### src/rtl/fifo_rd_streamer_if.sv
// FIFO read port plus outgoing valid/ready beat stream for fifo_rd_streamer.
// master = the streamer, slave = FIFO model and downstream sink.
interface fifo_rd_streamer_if #(
  parameter int WIDTH = 8
);
  logic             fifo_empty;
  logic [WIDTH-1:0] fifo_rdata;
  logic             fifo_r_en;
  logic             m_valid;
  logic             m_ready;
  logic [WIDTH-1:0] m_data;
  logic             m_last;

  modport master (
    input  fifo_empty, fifo_rdata, m_ready,
    output fifo_r_en, m_valid, m_data, m_last
  );

  modport slave (
    output fifo_empty, fifo_rdata, m_ready,
    input  fifo_r_en, m_valid, m_data, m_last
  );
endinterface

### src/rtl/fifo_rd_streamer.sv
// Read-domain FIFO consumer: 3-entry prefetch buffer re-presenting FIFO words
// as a valid/ready stream framed into PKT_LEN-beat packets, with packet count.
module fifo_rd_streamer #(
  parameter int WIDTH   = 8,
  parameter int PKT_LEN = 4,
  parameter int CNT_W   = 16
) (
  input  logic                 rclk,
  input  logic                 rrst,
  fifo_rd_streamer_if.master   bus,
  output logic [CNT_W-1:0]     pkt_count
);
  localparam int BCNT_W = (PKT_LEN > 1) ? $clog2(PKT_LEN) : 1;
  localparam logic [BCNT_W-1:0] LAST_BEAT = BCNT_W'(PKT_LEN - 1);

  logic [WIDTH-1:0]  r_buf [3];
  logic [1:0]        r_rd_ptr;
  logic [1:0]        r_wr_ptr;
  logic [1:0]        r_occ;
  logic              r_inflight;
  logic [BCNT_W-1:0] r_bcnt;
  logic [CNT_W-1:0]  r_pkt_count;

  logic       w_rd_en;
  logic       w_push;
  logic       w_pop;
  logic       w_valid;
  logic       w_last;
  logic [2:0] w_pending;

  function automatic logic [1:0] ptr_next(input logic [1:0] p);
    return (p == 2'd2) ? 2'd0 : p + 2'd1;
  endfunction

  // Read enable depends only on registered occupancy and the empty flag, so
  // m_ready never reaches fifo_r_en; reset holds it low so no word is lost.
  always_comb begin
    w_pending = {1'b0, r_occ} + {2'b00, r_inflight};
    w_rd_en   = !rrst && !bus.fifo_empty && (w_pending < 3'd3);
    w_push    = r_inflight;
    w_valid   = (r_occ != 2'd0);
    w_pop     = w_valid && bus.m_ready;
    w_last    = w_valid && (r_bcnt == LAST_BEAT);
  end

  assign bus.fifo_r_en = w_rd_en;
  assign bus.m_valid   = w_valid;
  assign bus.m_data    = r_buf[r_rd_ptr];
  assign bus.m_last    = w_last;
  assign pkt_count     = r_pkt_count;

  always_ff @(posedge rclk or posedge rrst) begin
    if (rrst) begin
      r_buf       <= '{default: '0};
      r_rd_ptr    <= '0;
      r_wr_ptr    <= '0;
      r_occ       <= '0;
      r_inflight  <= 1'b0;
      r_bcnt      <= '0;
      r_pkt_count <= '0;
    end else begin
      r_inflight <= w_rd_en;
      if (w_push) begin
        r_buf[r_wr_ptr] <= bus.fifo_rdata;
        r_wr_ptr        <= ptr_next(r_wr_ptr);
      end
      if (w_pop) begin
        r_rd_ptr <= ptr_next(r_rd_ptr);
        r_bcnt   <= (r_bcnt == LAST_BEAT) ? '0 : r_bcnt + BCNT_W'(1);
        if (w_last) r_pkt_count <= r_pkt_count + CNT_W'(1);
      end
      case ({w_push, w_pop})
        2'b10:   r_occ <= r_occ + 2'd1;
        2'b01:   r_occ <= r_occ - 2'd1;
        default: r_occ <= r_occ;
      endcase
    end
  end
endmodule

### src/flat_wrapper.sv
// flat-port wrapper written by rule: the top's interface ports become plain ports
module fifo_rd_streamer_flat 
#(
  parameter int WIDTH   = 8,
  parameter int PKT_LEN = 4,
  parameter int CNT_W   = 16
)
  (rclk, rrst, pkt_count, bus_fifo_empty, bus_fifo_rdata, bus_m_ready, bus_fifo_r_en, bus_m_valid, bus_m_data, bus_m_last);
  fifo_rd_streamer_if #(.WIDTH(WIDTH)) bus_i ();
  input  logic rclk;
  input  logic rrst;
  output logic [CNT_W-1:0] pkt_count;
  input wire logic [$bits(bus_i.fifo_empty)-1:0] bus_fifo_empty;
  input wire logic [$bits(bus_i.fifo_rdata)-1:0] bus_fifo_rdata;
  input wire logic [$bits(bus_i.m_ready)-1:0] bus_m_ready;
  output wire logic [$bits(bus_i.fifo_r_en)-1:0] bus_fifo_r_en;
  output wire logic [$bits(bus_i.m_valid)-1:0] bus_m_valid;
  output wire logic [$bits(bus_i.m_data)-1:0] bus_m_data;
  output wire logic [$bits(bus_i.m_last)-1:0] bus_m_last;
  assign bus_i.fifo_empty = bus_fifo_empty;
  assign bus_i.fifo_rdata = bus_fifo_rdata;
  assign bus_i.m_ready = bus_m_ready;
  assign bus_fifo_r_en = bus_i.fifo_r_en;
  assign bus_m_valid = bus_i.m_valid;
  assign bus_m_data = bus_i.m_data;
  assign bus_m_last = bus_i.m_last;
  fifo_rd_streamer #(.WIDTH(WIDTH), .PKT_LEN(PKT_LEN), .CNT_W(CNT_W)) u_core (.rclk(rclk), .rrst(rrst), .bus(bus_i), .pkt_count(pkt_count));
endmodule
### config.mk
export PLATFORM = sky130hd
export DESIGN_NAME = fifo_rd_streamer_flat
export DESIGN_NICKNAME = d
export VERILOG_FILES = /design/src/rtl/fifo_rd_streamer_if.sv /design/src/rtl/fifo_rd_streamer.sv /design/src/flat_wrapper.sv
export SDC_FILE = /design/constraint.sdc
export NUM_CORES = 1
export LEC_CHECK = 0
export ABC_CLOCK_PERIOD_IN_PS = 1800
export BUFFER_PORTS_ARGS = -buffer_cell sky130_fd_sc_hd__buf_2
export CORE_MARGIN = 4
export CORE_UTILIZATION = 50
export CTS_CLUSTER_DIAMETER = 200
export CTS_CLUSTER_SIZE = 30
export DETAILED_ROUTE_END_ITERATION = 8
export GPL_TIMING_DRIVEN = 0
export PLACE_DENSITY = 0.77
export SLEW_MARGIN = 10
export SYNTH_ARGS = -nofsm -noshare
export SYNTH_HDL_FRONTEND = slang
export SYNTH_SLANG_ARGS = --single-unit
### constraint.sdc
create_clock -name rclk -period 1.8 [get_ports rclk]
set_input_delay 0.27 -clock rclk [delete_from_list [all_inputs] [get_ports rclk]]
set_output_delay 0.27 -clock rclk [all_outputs]
set_load 0.03 [all_outputs]
==> flow_summary.yaml <==
route:
  ant_nets: 0
  via_per_inst: 5.24
  drt-initial-drc-count: 60
  drt_wl_total_um: 3960
  drt-wirelength-per-cell_um: 14.1
  via_count: 1467
  number_of_detailed_route_iterations_in_the_first_pass: 4
  detail_route.drc_violations: 0
critical_path:
  timing_worst_setup_path_type: "flop to primary output"
  timing.critical_path.slowest_cell_delay_ns: 0.43
  crit_family: "flip-flops"
  cp_data_required_time_ns: 1.53
  worst-path-max-fanout: 2
  critical_path.cell_chain: "ha_4 -> ha_4 -> a2111oi_4 -> buf_4"
  crit_buf_inv: 1
  critical_path.reg2reg.startpoint: "u_core.r_bcnt[0]$_DFFE_PP0P_"
  timing.critical_path.arrival_ns: 1.62
  worstSetupStartpointType: "flop"
  timing.reg2reg.setup_slack_ns: 0.22
  critPathSlowestCell: "sky130_fd_sc_hd__dfrtp_2"
  critical_path.startpoint: "u_core.r_occ[0]$_DFFE_PP0P_"
  setup.worst_path.end_class: "primary output"
  crit_top_cell: "sky130_fd_sc_hd__ha_4"
clock_tree:
  cts_max_level: 2
  cts_root_buf: "sky130_fd_sc_hd__clkbuf_8"
  cts_bufs_inserted: 5
  max-clock-path-buffers: 2
  cts_tree: "yes"
  path_clk_slew_ns: 0.09
  clk-insertion-delay-late_ns: 0.30
  cts_num_sinks: 49
logic_synthesis:
  number_of_nets_in_the_synthesized_netlist: 195
  syn-cell-area_mm2: 0.00225
  post_synth.cell_area_avg_um2: 12.6
  synth_enable_flop_cells: 0
  post_synthesis_sequential_area_ratio_pct: 54.5
  synth_warnings: 0
  ys_async_sr_fraction_pct: 100
  post-synth-top-count-cell: "sky130_fd_sc_hd__dfrtp_1"
  yosys.cell_types.count: 29
  synth.top_cells.by_count: "sky130_fd_sc_hd__dfrtp_1 (49), sky130_fd_sc_hd__mux2_2 (17), sky130_fd_sc_hd__nand2_1 (17), sky130_fd_sc_hd__xnor2_1 (13), sky130_fd_sc_hd__nand3_1 (12)"
  synth_cells: 178
  synthFlopType: "sky130_fd_sc_hd__dfrtp_1"
  post-synth-top-area-fraction_pct: 54.5
  ys_seq_elements: 49
  synth_top_cells_by_area: "sky130_fd_sc_hd__dfrtp_1 (54%), sky130_fd_sc_hd__mux2_2 (8.5%), sky130_fd_sc_hd__mux2_4 (5.3%)"
  yosysTopAreaCell: "sky130_fd_sc_hd__dfrtp_1"
power_and_ir_drop:
  cellLeakagePower_nw: 1.33
  p_int_mw: 2.88
  vdd_drop_max_uv: 1100
  pwr-share-comb_pct: 43.7
  seq_power_share_pct: 38.8
  power.switching_fraction_pct: 37.9
  power_per_cell_area_mw_per_mm2: 1700
  netsw_mw: 1.76
  power.clock.fraction_pct: 17.5
sta:
  setup_violations: 1
  period_needed_ns: 1.89
  max_slew_margin_pct: 64.4
  finClkSkew_ns: 0.00559
  fmax_mhz: 528
  setup_ws_ns: -0.0941
  post-route-period-util_pct: 105
  maxSlewViolCount: 0
  worst_margin_slew_ns: 0.534
  unrepaired_setup_endpoints_after_global_routing: "yes"
  final_hold_fails: 0
  fin_worst_hold_slack_ns: 0.0251
cells_and_area:
  area_growth_syn_to_layout_pct: 21.4
  area_of_all_placed_cells_without_fillers_mm2: 0.00273
  seq_area_mm2: 0.00123
  layout-drive-gt1-share_pct: 40.4
  multi_input_gate_area_in_the_final_layout_mm2: 0.00103
  num_antenna_cells: 0
  nets: 244
  nFillCells: 344
job:
  cap_violations: 0
floorplanning:
  initial_core_util_pct: 51.7
  placeableCoreArea_mm2: 0.00435
  floorplan.io_pins: 39
  fp-row-count: 24
  chipHeight_um: 75.1
  die_x_um: 75.1
  die_outline_area_mm2: 0.00564
placed_design:
  finalWeightedCongestion: 0.781
  dp_slack_ns: -0.0342
  place_hpwl_um: 2830
  placed_cell_area_mm2: 0.00254
  placement.io_buffers: 38
global_routing:
  total_congestion_overflow: 0
  gr-usage-all-layers_pct: 16.0
  grt_max_degree: 26
  grt_pass1_wl_um: 6680
  antenna_found_initial: 0
  first_global_vias: 1505
min_path:
  min_delay_path_class: "input pin to asynchronous set/reset pin"
run_status:
  violations: "negative setup slack"
  outcome: "finished with violations"
-- power groups by stage --
| stage | clock network [mW] | logic (mW) | registers [mW] |
|---|---|---|---|
| 3_5_place_dp | 0 | 1.91 | 1.83 |
| 4_1_cts | 0.833 | 2.00 | 1.80 |
| 3_3_place_gp | 0 | 1.86 | 1.81 |
| 6_report | 0.813 | 2.02 | 1.80 |
| 2_1_floorplan | 0 | 1.42 | 1.83 |
| 5_1_grt | 0.878 | 2.23 | 1.86 |
-- final cells by class --
cell class | instances | area share [%]
sequential | 49 | 44.9
multi-input combinational | 121 | 37.7
timing repair buffer | 42 | 8.88
clock buffer | 6 | 3.02
tap | 52 | 2.38
clock inverter | 2 | 1.37
buffer | 4 | 1.19
inverter | 4 | 0.549
-- cells in the final DEF (no fill, tap or decap), types with 5 or more instances in the layout --
cell	instances
sky130_fd_sc_hd__mux2_4	8
sky130_fd_sc_hd__o21ai_0	10
sky130_fd_sc_hd__dfrtp_1	48
sky130_fd_sc_hd__clkbuf_8	6
sky130_fd_sc_hd__nor2_1	7
sky130_fd_sc_hd__buf_4	6
sky130_fd_sc_hd__nand3_1	12
sky130_fd_sc_hd__mux2i_1	8
sky130_fd_sc_hd__xnor2_1	13
sky130_fd_sc_hd__buf_2	35
sky130_fd_sc_hd__xor2_1	5
sky130_fd_sc_hd__mux2_2	17
sky130_fd_sc_hd__nand2_1	17
-- per-layer routing --
layer | vias up | global-route usage [%] | share of wire, %
met5 | - | 0 | 0
met4 | 0 | 7.91 | 2.0
met3 | 8 | 3.87 | 5.3
met2 | 31 | 26.9 | 49
met1 | 714 | 19.0 | 44
li1 | 714 | - | -
-- kinds of logic after synthesis --
| logic type | synth area share, % |
|---|---|
| xor+xnor | 7.00 |
| mux | 17.4 |
| buf+inv | 1.72 |
| compound gates | 4.89 |
| simple gates | 11.7 |
| flops | 54.5 |
| fa+ha+maj | 2.78 |
-- stage by stage --
step | setup TNS [ns] | instances | util, % | power (mW)
6_report | -0.0941 | 280 | 62.8 | 4.64
5_1_grt | -0.172 | 280 | 62.8 | 4.97
4_1_cts | -0.166 | 279 | 62.3 | 4.63
3_5_place_dp | -0.0342 | 269 | 58.4 | 3.73
3_3_place_gp | -12.97 | 268 | 58.0 | 3.67
2_1_floorplan | 0 | 178 | - | 3.25
-- repair_timing --
action,4_1_cts,5_1_grt
gates resized for setup,7,8
hold buffers,0,0
setup endpoints to repair,9,7
buffers inserted,2,1
pin swaps,1,2
cloned,0,0
-- state kept, by name, indices dropped and copies added (netlist names) --
signal	count
u_core.r_inflight	1
u_core.r_occ	2
u_core.pkt_count	16
u_core.r_bcnt	2
u_core.r_buf	24
u_core.r_rd_ptr	2
u_core.r_wr_ptr	2
-- worst paths after layout --
kind / to / cells past startpoint
setup / recovery: bus_fifo_r_en / 4
hold / removal: u_core.pkt_count[1]$_DFFE_PP0P_ / 2
setup reg to reg: u_core.pkt_count[12]$_DFFE_PP0P_ / 5
hold reg to reg: u_core.pkt_count[15]$_DFFE_PP0P_ / 1
max in group asynchronous: u_core.r_buf[21]$_DFFE_PP0P_ / 3
min in group rclk: u_core.r_inflight$_DFF_PP0_ / 2
-- worst register-to-register path, stage by stage (launching register included) --
cell and delay [ns]:
sky130_fd_sc_hd__dfrtp_1 0.39, sky130_fd_sc_hd__ha_1 0.26, sky130_fd_sc_hd__nand3_1 0.16, sky130_fd_sc_hd__nor4_4 0.38
sky130_fd_sc_hd__nand3_1 0.14, sky130_fd_sc_hd__xnor2_1 0.14
Power figures use the tool's default switching activity.
